File: src/rtl/serial_word_feeder_pkg.sv
// Shared types and default sizing for the serial word feeder.
package serial_word_feeder_pkg;

  localparam int DEF_WIDTH = 8;
  localparam int DEF_DEPTH = 4;

  typedef enum logic {
    IDLE  = 1'b0,
    SHIFT = 1'b1
  } fsm_state_t;

  function automatic int count_width(input int depth);
    return $clog2(depth) + 1;
  endfunction

endpackage

File: src/rtl/serial_word_feeder_if.sv
// Word input handshake and serial output bundle of the feeder.
interface serial_word_feeder_if
  import serial_word_feeder_pkg::*;
#(
  parameter int WIDTH = DEF_WIDTH
);
  logic [WIDTH-1:0] din;
  logic             din_valid;
  logic             din_ready;
  logic             sout;
  logic             sout_valid;
  logic             busy;

  modport master (
    output din, din_valid,
    input  din_ready, sout, sout_valid, busy
  );

  modport slave (
    input  din, din_valid,
    output din_ready, sout, sout_valid, busy
  );
endinterface

File: src/rtl/serial_word_feeder_word_fifo.sv
// Word buffer for the feeder: circular FIFO with registered occupancy count.
module word_fifo
  import serial_word_feeder_pkg::*;
#(
  parameter int WIDTH = DEF_WIDTH,
  parameter int DEPTH = DEF_DEPTH,
  parameter int CW    = count_width(DEPTH)
) (
  input  logic             clk,
  input  logic             reset,
  input  logic             push,
  input  logic [WIDTH-1:0] wdata,
  input  logic             pop,
  output logic [WIDTH-1:0] rdata,
  output logic [CW-1:0]    count
);
  localparam int AW = $clog2(DEPTH);

  logic [WIDTH-1:0] mem [DEPTH];
  logic [AW-1:0]    wptr;
  logic [AW-1:0]    rptr;
  logic             do_push;
  logic             do_pop;

  assign do_push = push && (count < CW'(DEPTH));
  assign do_pop  = pop && (count != '0);
  assign rdata   = mem[rptr];

  always_ff @(posedge clk) begin
    if (do_push) begin
      mem[wptr] <= wdata;
    end
  end

  // DEPTH is a power of two, so the pointers wrap by natural overflow.
  always_ff @(posedge clk or negedge reset) begin
    if (!reset) begin
      wptr  <= '0;
      rptr  <= '0;
      count <= '0;
    end else begin
      if (do_push) wptr <= wptr + AW'(1);
      if (do_pop)  rptr <= rptr + AW'(1);
      case ({do_push, do_pop})
        2'b10:   count <= count + CW'(1);
        2'b01:   count <= count - CW'(1);
        default: count <= count;
      endcase
    end
  end
endmodule

File: src/rtl/serial_word_feeder.sv
// Buffers parallel words and shifts them out MSB first as a gapless bit stream.
// state | meaning
// IDLE  | nothing to send; sout held at 0
// SHIFT | shift register driving one payload bit per cycle
module serial_word_feeder
  import serial_word_feeder_pkg::*;
#(
  parameter int WIDTH = DEF_WIDTH,
  parameter int DEPTH = DEF_DEPTH
) (
  input logic                clk,
  input logic                reset,
  serial_word_feeder_if.slave bus
);
  localparam int CW = count_width(DEPTH);
  localparam int BW = $clog2(WIDTH);

  fsm_state_t       state_q, state_d;
  logic [WIDTH-1:0] shreg_q, shreg_d;
  logic [BW-1:0]    bit_q, bit_d;
  logic [WIDTH-1:0] head;
  logic [CW-1:0]    count;
  logic             push;
  logic             pop;

  assign bus.din_ready  = (count < CW'(DEPTH));
  assign push           = bus.din_valid && bus.din_ready;
  assign bus.sout       = shreg_q[WIDTH-1];
  assign bus.sout_valid = (state_q == SHIFT);
  assign bus.busy       = (count != '0) || (state_q == SHIFT);

  word_fifo #(
    .WIDTH (WIDTH),
    .DEPTH (DEPTH),
    .CW    (CW)
  ) u_fifo (
    .clk   (clk),
    .reset (reset),
    .push  (push),
    .wdata (bus.din),
    .pop   (pop),
    .rdata (head),
    .count (count)
  );

  always_ff @(posedge clk or negedge reset) begin
    if (!reset) begin
      state_q <= IDLE;
      shreg_q <= '0;
      bit_q   <= '0;
    end else begin
      state_q <= state_d;
      shreg_q <= shreg_d;
      bit_q   <= bit_d;
    end
  end

  always_comb begin
    state_d = state_q;
    shreg_d = shreg_q;
    bit_d   = bit_q;
    pop     = 1'b0;
    case (state_q)
      IDLE: begin
        if (count != '0) begin
          pop     = 1'b1;
          shreg_d = head;
          bit_d   = BW'(WIDTH - 1);
          state_d = SHIFT;
        end
      end
      SHIFT: begin
        if (bit_q == '0) begin
          if (count != '0) begin
            pop     = 1'b1;
            shreg_d = head;
            bit_d   = BW'(WIDTH - 1);
          end else begin
            // Clearing here keeps sout low throughout IDLE.
            shreg_d = '0;
            state_d = IDLE;
          end
        end else begin
          shreg_d = {shreg_q[WIDTH-2:0], 1'b0};
          bit_d   = bit_q - BW'(1);
        end
      end
      default: begin
        shreg_d = '0;
        bit_d   = '0;
        state_d = IDLE;
      end
    endcase
  end
endmodule

File: src/flat_wrapper.sv
// flat-port wrapper written by rule: the top's interface ports become plain ports
module serial_word_feeder_flat import serial_word_feeder_pkg::*;
#(
  parameter int WIDTH = DEF_WIDTH,
  parameter int DEPTH = DEF_DEPTH
)
  (clk, reset, bus_din, bus_din_valid, bus_din_ready, bus_sout, bus_sout_valid, bus_busy);
  serial_word_feeder_if #(.WIDTH(WIDTH)) bus_i ();
  input logic clk;
  input logic reset;
  input wire logic [$bits(bus_i.din)-1:0] bus_din;
  input wire logic [$bits(bus_i.din_valid)-1:0] bus_din_valid;
  output wire logic [$bits(bus_i.din_ready)-1:0] bus_din_ready;
  output wire logic [$bits(bus_i.sout)-1:0] bus_sout;
  output wire logic [$bits(bus_i.sout_valid)-1:0] bus_sout_valid;
  output wire logic [$bits(bus_i.busy)-1:0] bus_busy;
  assign bus_i.din = bus_din;
  assign bus_i.din_valid = bus_din_valid;
  assign bus_din_ready = bus_i.din_ready;
  assign bus_sout = bus_i.sout;
  assign bus_sout_valid = bus_i.sout_valid;
  assign bus_busy = bus_i.busy;
  serial_word_feeder #(.WIDTH(WIDTH), .DEPTH(DEPTH)) u_core (.clk(clk), .reset(reset), .bus(bus_i));
endmodule
File: config.mk
export PLATFORM = sky130hd
export DESIGN_NAME = serial_word_feeder_flat
export DESIGN_NICKNAME = d
export VERILOG_FILES = /design/src/rtl/serial_word_feeder_pkg.sv /design/src/rtl/serial_word_feeder_if.sv /design/src/rtl/serial_word_feeder_word_fifo.sv /design/src/rtl/serial_word_feeder.sv /design/src/flat_wrapper.sv
export SDC_FILE = /design/constraint.sdc
export NUM_CORES = 1
export LEC_CHECK = 0
export CORE_MARGIN = 8
export CORE_UTILIZATION = 30
export CTS_CLUSTER_SIZE = 20
export DETAILED_ROUTE_END_ITERATION = 7
export PLACE_DENSITY_LB_ADDON = 0.12
export SLEW_MARGIN = 25
export SYNTH_ARGS = -nofsm -noshare
export SYNTH_HDL_FRONTEND = slang
export SYNTH_SLANG_ARGS = --single-unit
File: constraint.sdc
create_clock -name clk -period 4 [get_ports clk]
set_input_delay 0.8 -clock clk [delete_from_list [all_inputs] [get_ports clk]]
set_output_delay 0.8 -clock clk [all_outputs]
set_load 0.1 [all_outputs]
==> results.tsv <==
stage	metric	value	unit
timing	fmax	310	MHz
detailed_routing	totalWireLength	3740	um
clock_network	cts_root_buf	clkbuf_8	
setup_path	r2r_slack	1350	ps
logic_synthesis	syn_avg_cell_area	16.4	sq um
detailed_routing	drt_first_iter_violations	38	
min_path	min_to	u_core.bit_q[1]	
clock_network	numCtsBuffers	5	
clock_network	cts_buffer_depth	2	
setup_path	ff2ff_path_depth	10	
setup_path	cp_cell_sequence	or3_1 > nor2_4 > inv_1 > clkdlybuf4s50_1	
detailed_routing	wl_per_cell	15.4	um
clock_network	postCtsSetupBuffers	0	
logic_synthesis	syn-cell-area	2130	sq um
global_route	grt_util_all_layers	0.0826	
timing	finalCriticalPeriod	3230	ps
outcome	status	finished, final reports clean	
logic_synthesis	yosys.area.top_type	edfxtp_1	
power_and_ir_drop	leakagePower	0.923	nW
timing	rsz0062_at_grt	no	
timing	slew_headroom	0.353	
logic_synthesis	synthCells	130	
clock_network	clock-sinks	51	
floorplanning	io_pins	15	
global_route	antenna_found_initial	0	
timing	final-setup-viol-count	0	
timing	finalSetupTns	0	ps
min_path	min-delay-start	u_core.bit_q[1]	
detailed_routing	dr.pass1.iters	4	
global_route	grt_pass1_wl	6240	um
finish	insertedDiodeCount	0	
floorplanning	start_util	0.312	
clock_network	ctsResizeCount	0	
min_path	whs_path_depth	1	
logic_synthesis	yosysTopAreaCellShare	0.451	
detailed_routing	post-route-drc-count	0	
timing	skew	6.86	ps
global_route	grt_pass1_vias	1166	
logic_synthesis	synthTopCellsByArea	edfxtp_1, dfrtp_1, mux4_2	
floorplanning	row_count	30	
logic_synthesis	ys_seq_area_frac	0.675	
setup_path	start_kind	register	
setup_path	crit_fanout	8	
clock_network	clkLatencyLatePin	300	ps
place	io_buffers	14	
global_route	overflow	0	
clock_network	htree_levels	2	
logic_synthesis	synth_cell_type_count	30	
finish	final_net_count	165	
run	cap_violations	0	
power_and_ir_drop	vdd_ir_drop_max	167	uV
logic_synthesis	synth_nets	149	
clock_network	cts_hold_buf	0	
setup_path	max_stage_delay	970	ps
detailed_routing	ant_nets	0	
floorplanning	die_h	100	um
timing	fin_crit_sh	0.808	
clock_network	cts_tree	yes	
finish	fill_cells	688	
detailed_routing	avgViaCountPerCell	4.58	
setup_path	slowest_stage	clkdlybuf4s50_1	
floorplanning	coreArea	6830	sq um
place	dp_hpwl	2570	um
timing	hold_violations	0	
setup_path	critPathBufInv	2	
logic_synthesis	ys_warn_count	0	
timing	final_max_slew_viol_count	0	
setup_path	cpLargestDelayFamily	buffers and inverters	
detailed_routing	vias	1112	
logic_synthesis	ys_ff_latch	51	
timing	worst_pin_slew	968	ps
floorplanning	die_w	100	um
setup_path	rr_endpoint	u_core.u_fifo.count[2]	
finish	drive_gt1_frac	0.109	
min_path	min-delay-path-class	reg2reg	
finish	area_delta_synth_final	15.2	%
setup_path	cp.arrival	2430	ps
place	gp_congestion	0.666	
clock_network	clkTransAtPathRegs	90	ps
global_route	grt_max_degree	20	
setup_path	r2r-start	u_core.bit_q[0]	
setup_path	worst-setup-path-type	reg2out	
floorplanning	die_area	10100	sq um
setup_path	cp-end-kind	primary output	
setup_path	required	3200	ps
power_and_ir_drop	total_power	0.00164	W
power_and_ir_drop	p_per_area	670	nW/um^2
[state kept, by name, summed over array words and instances (netlist names)]
signal	flops
u_core.u_fifo.count	3
u_core.bus.sout_valid	1
u_core.u_fifo.wptr	2
u_core.u_fifo.rptr	2
u_core.bit_q	3
u_core.shreg_q	8
u_core.u_fifo.mem	32
[cell families after synthesis]
kind of cell             count (synthesis)  synth area share
adder cells (fa/ha/maj)                  8            0.0505
AO/OA/AOI/OAI                           17            0.0676
multiplexers                             8            0.0864
buffers and inverters                   17            0.0335
XOR/XNOR                                 6            0.0247
flip-flops                              51             0.675
AND/OR/NAND/NOR                         23            0.0629
[power breakdown]
group,internal [W],total (W),switching (W)
clock network,0.000122,0.000290,0.000168
logic,0.000250,0.000553,0.000303
registers,0.000692,0.000800,0.000108
[cell usage in the layout (no fill, tap or decap)]
| cell type | count |
|---|---|
| clkinv_1 | 1 |
| a221o_1 | 7 |
| clkdlybuf4s50_1 | 14 |
| xor2_1 | 2 |
| a211oi_1 | 1 |
| mux4_1 | 1 |
| and3_1 | 7 |
| mux4_2 | 7 |
| inv_1 | 12 |
| clkinv_4 | 1 |
| o21a_1 | 2 |
| nor2b_1 | 1 |
| nor2_4 | 1 |
| xnor2_1 | 4 |
| a21o_1 | 1 |
| nor3_1 | 2 |
| a21oi_1 | 1 |
| o32a_1 | 1 |
| ha_1 | 7 |
| nand3_1 | 2 |
| fa_1 | 1 |
| a32o_1 | 1 |
| edfxtp_1 | 32 |
| clkbuf_8 | 5 |
| or3_1 | 1 |
| nor2_1 | 2 |
| nand2b_1 | 1 |
| nand2_1 | 2 |
| dfrtp_1 | 19 |
| a21oi_2 | 1 |
| o21ai_0 | 2 |
| clkinvlp_4 | 1 |
| and2_1 | 4 |
[per-layer routing]
metal  up-vias  share of wire  track usage
li1        520              -            -
met1       566           0.46        0.102
met2        20           0.48        0.129
met3         6          0.046       0.0284
met4         0          0.018       0.0349
met5         -              0            0
[cell usage after synthesis]
cell	number
fa_1	1
dfrtp_1	19
o21a_1	2
xor2_1	2
a21oi_2	1
a32o_1	1
and2_1	4
mux4_1	1
nor3_1	2
a221o_1	7
a21oi_1	1
mux4_2	7
nor2b_1	1
inv_1	12
ha_1	7
nand2b_1	1
xnor2_1	4
clkbuf_1	4
o21ai_0	2
and3_1	7
nand3_1	2
a211oi_1	1
buf_6	1
edfxtp_1	32
o32a_1	1
nor2_4	1
or3_1	1
nand2_1	2
nor2_1	2
a21o_1	1
[cell type report]
class                   instances  area, sq um  area share
inverters                      12         45.0      0.0184
repair buffers                 14          140      0.0571
well taps                      96          120      0.0490
multi-input cells              62          622       0.254
clock buffers                   5         68.8      0.0281
clock inverters                 3         20.0     0.00816
flip-flops and latches         51         1440       0.586
[stage by stage]
| step | utilization | cells | setup slack, ps | hold WS [ps] | area, sq um |
|---|---|---|---|---|---|
| after floorplan | - | 130 | 1440 | 464 | 2130 |
| after global placement | 0.346 | 235 | 1110 | 477 | 2360 |
| after detailed placement | 0.346 | 235 | 1080 | 479 | 2360 |
| after CTS | 0.359 | 243 | 748 | 500 | 2450 |
| after global routing | 0.359 | 243 | 666 | 537 | 2450 |
| final | 0.359 | 243 | 769 | 495 | 2450 |
[worst max-delay path by stage]
stage	startpoint	endpoint	cells past startpoint
finish	u_core.u_fifo.count[0]	bus_busy	4
global route	u_core.u_fifo.count[0]	bus_busy	4
CTS	u_core.u_fifo.count[0]	bus_busy	4
detailed placement	u_core.u_fifo.count[0]	bus_busy	4
global placement	u_core.u_fifo.count[0]	bus_busy	4
floorplan	u_core.bus.sout_valid	bus_busy	2
(Power assumes the default switching activity.)
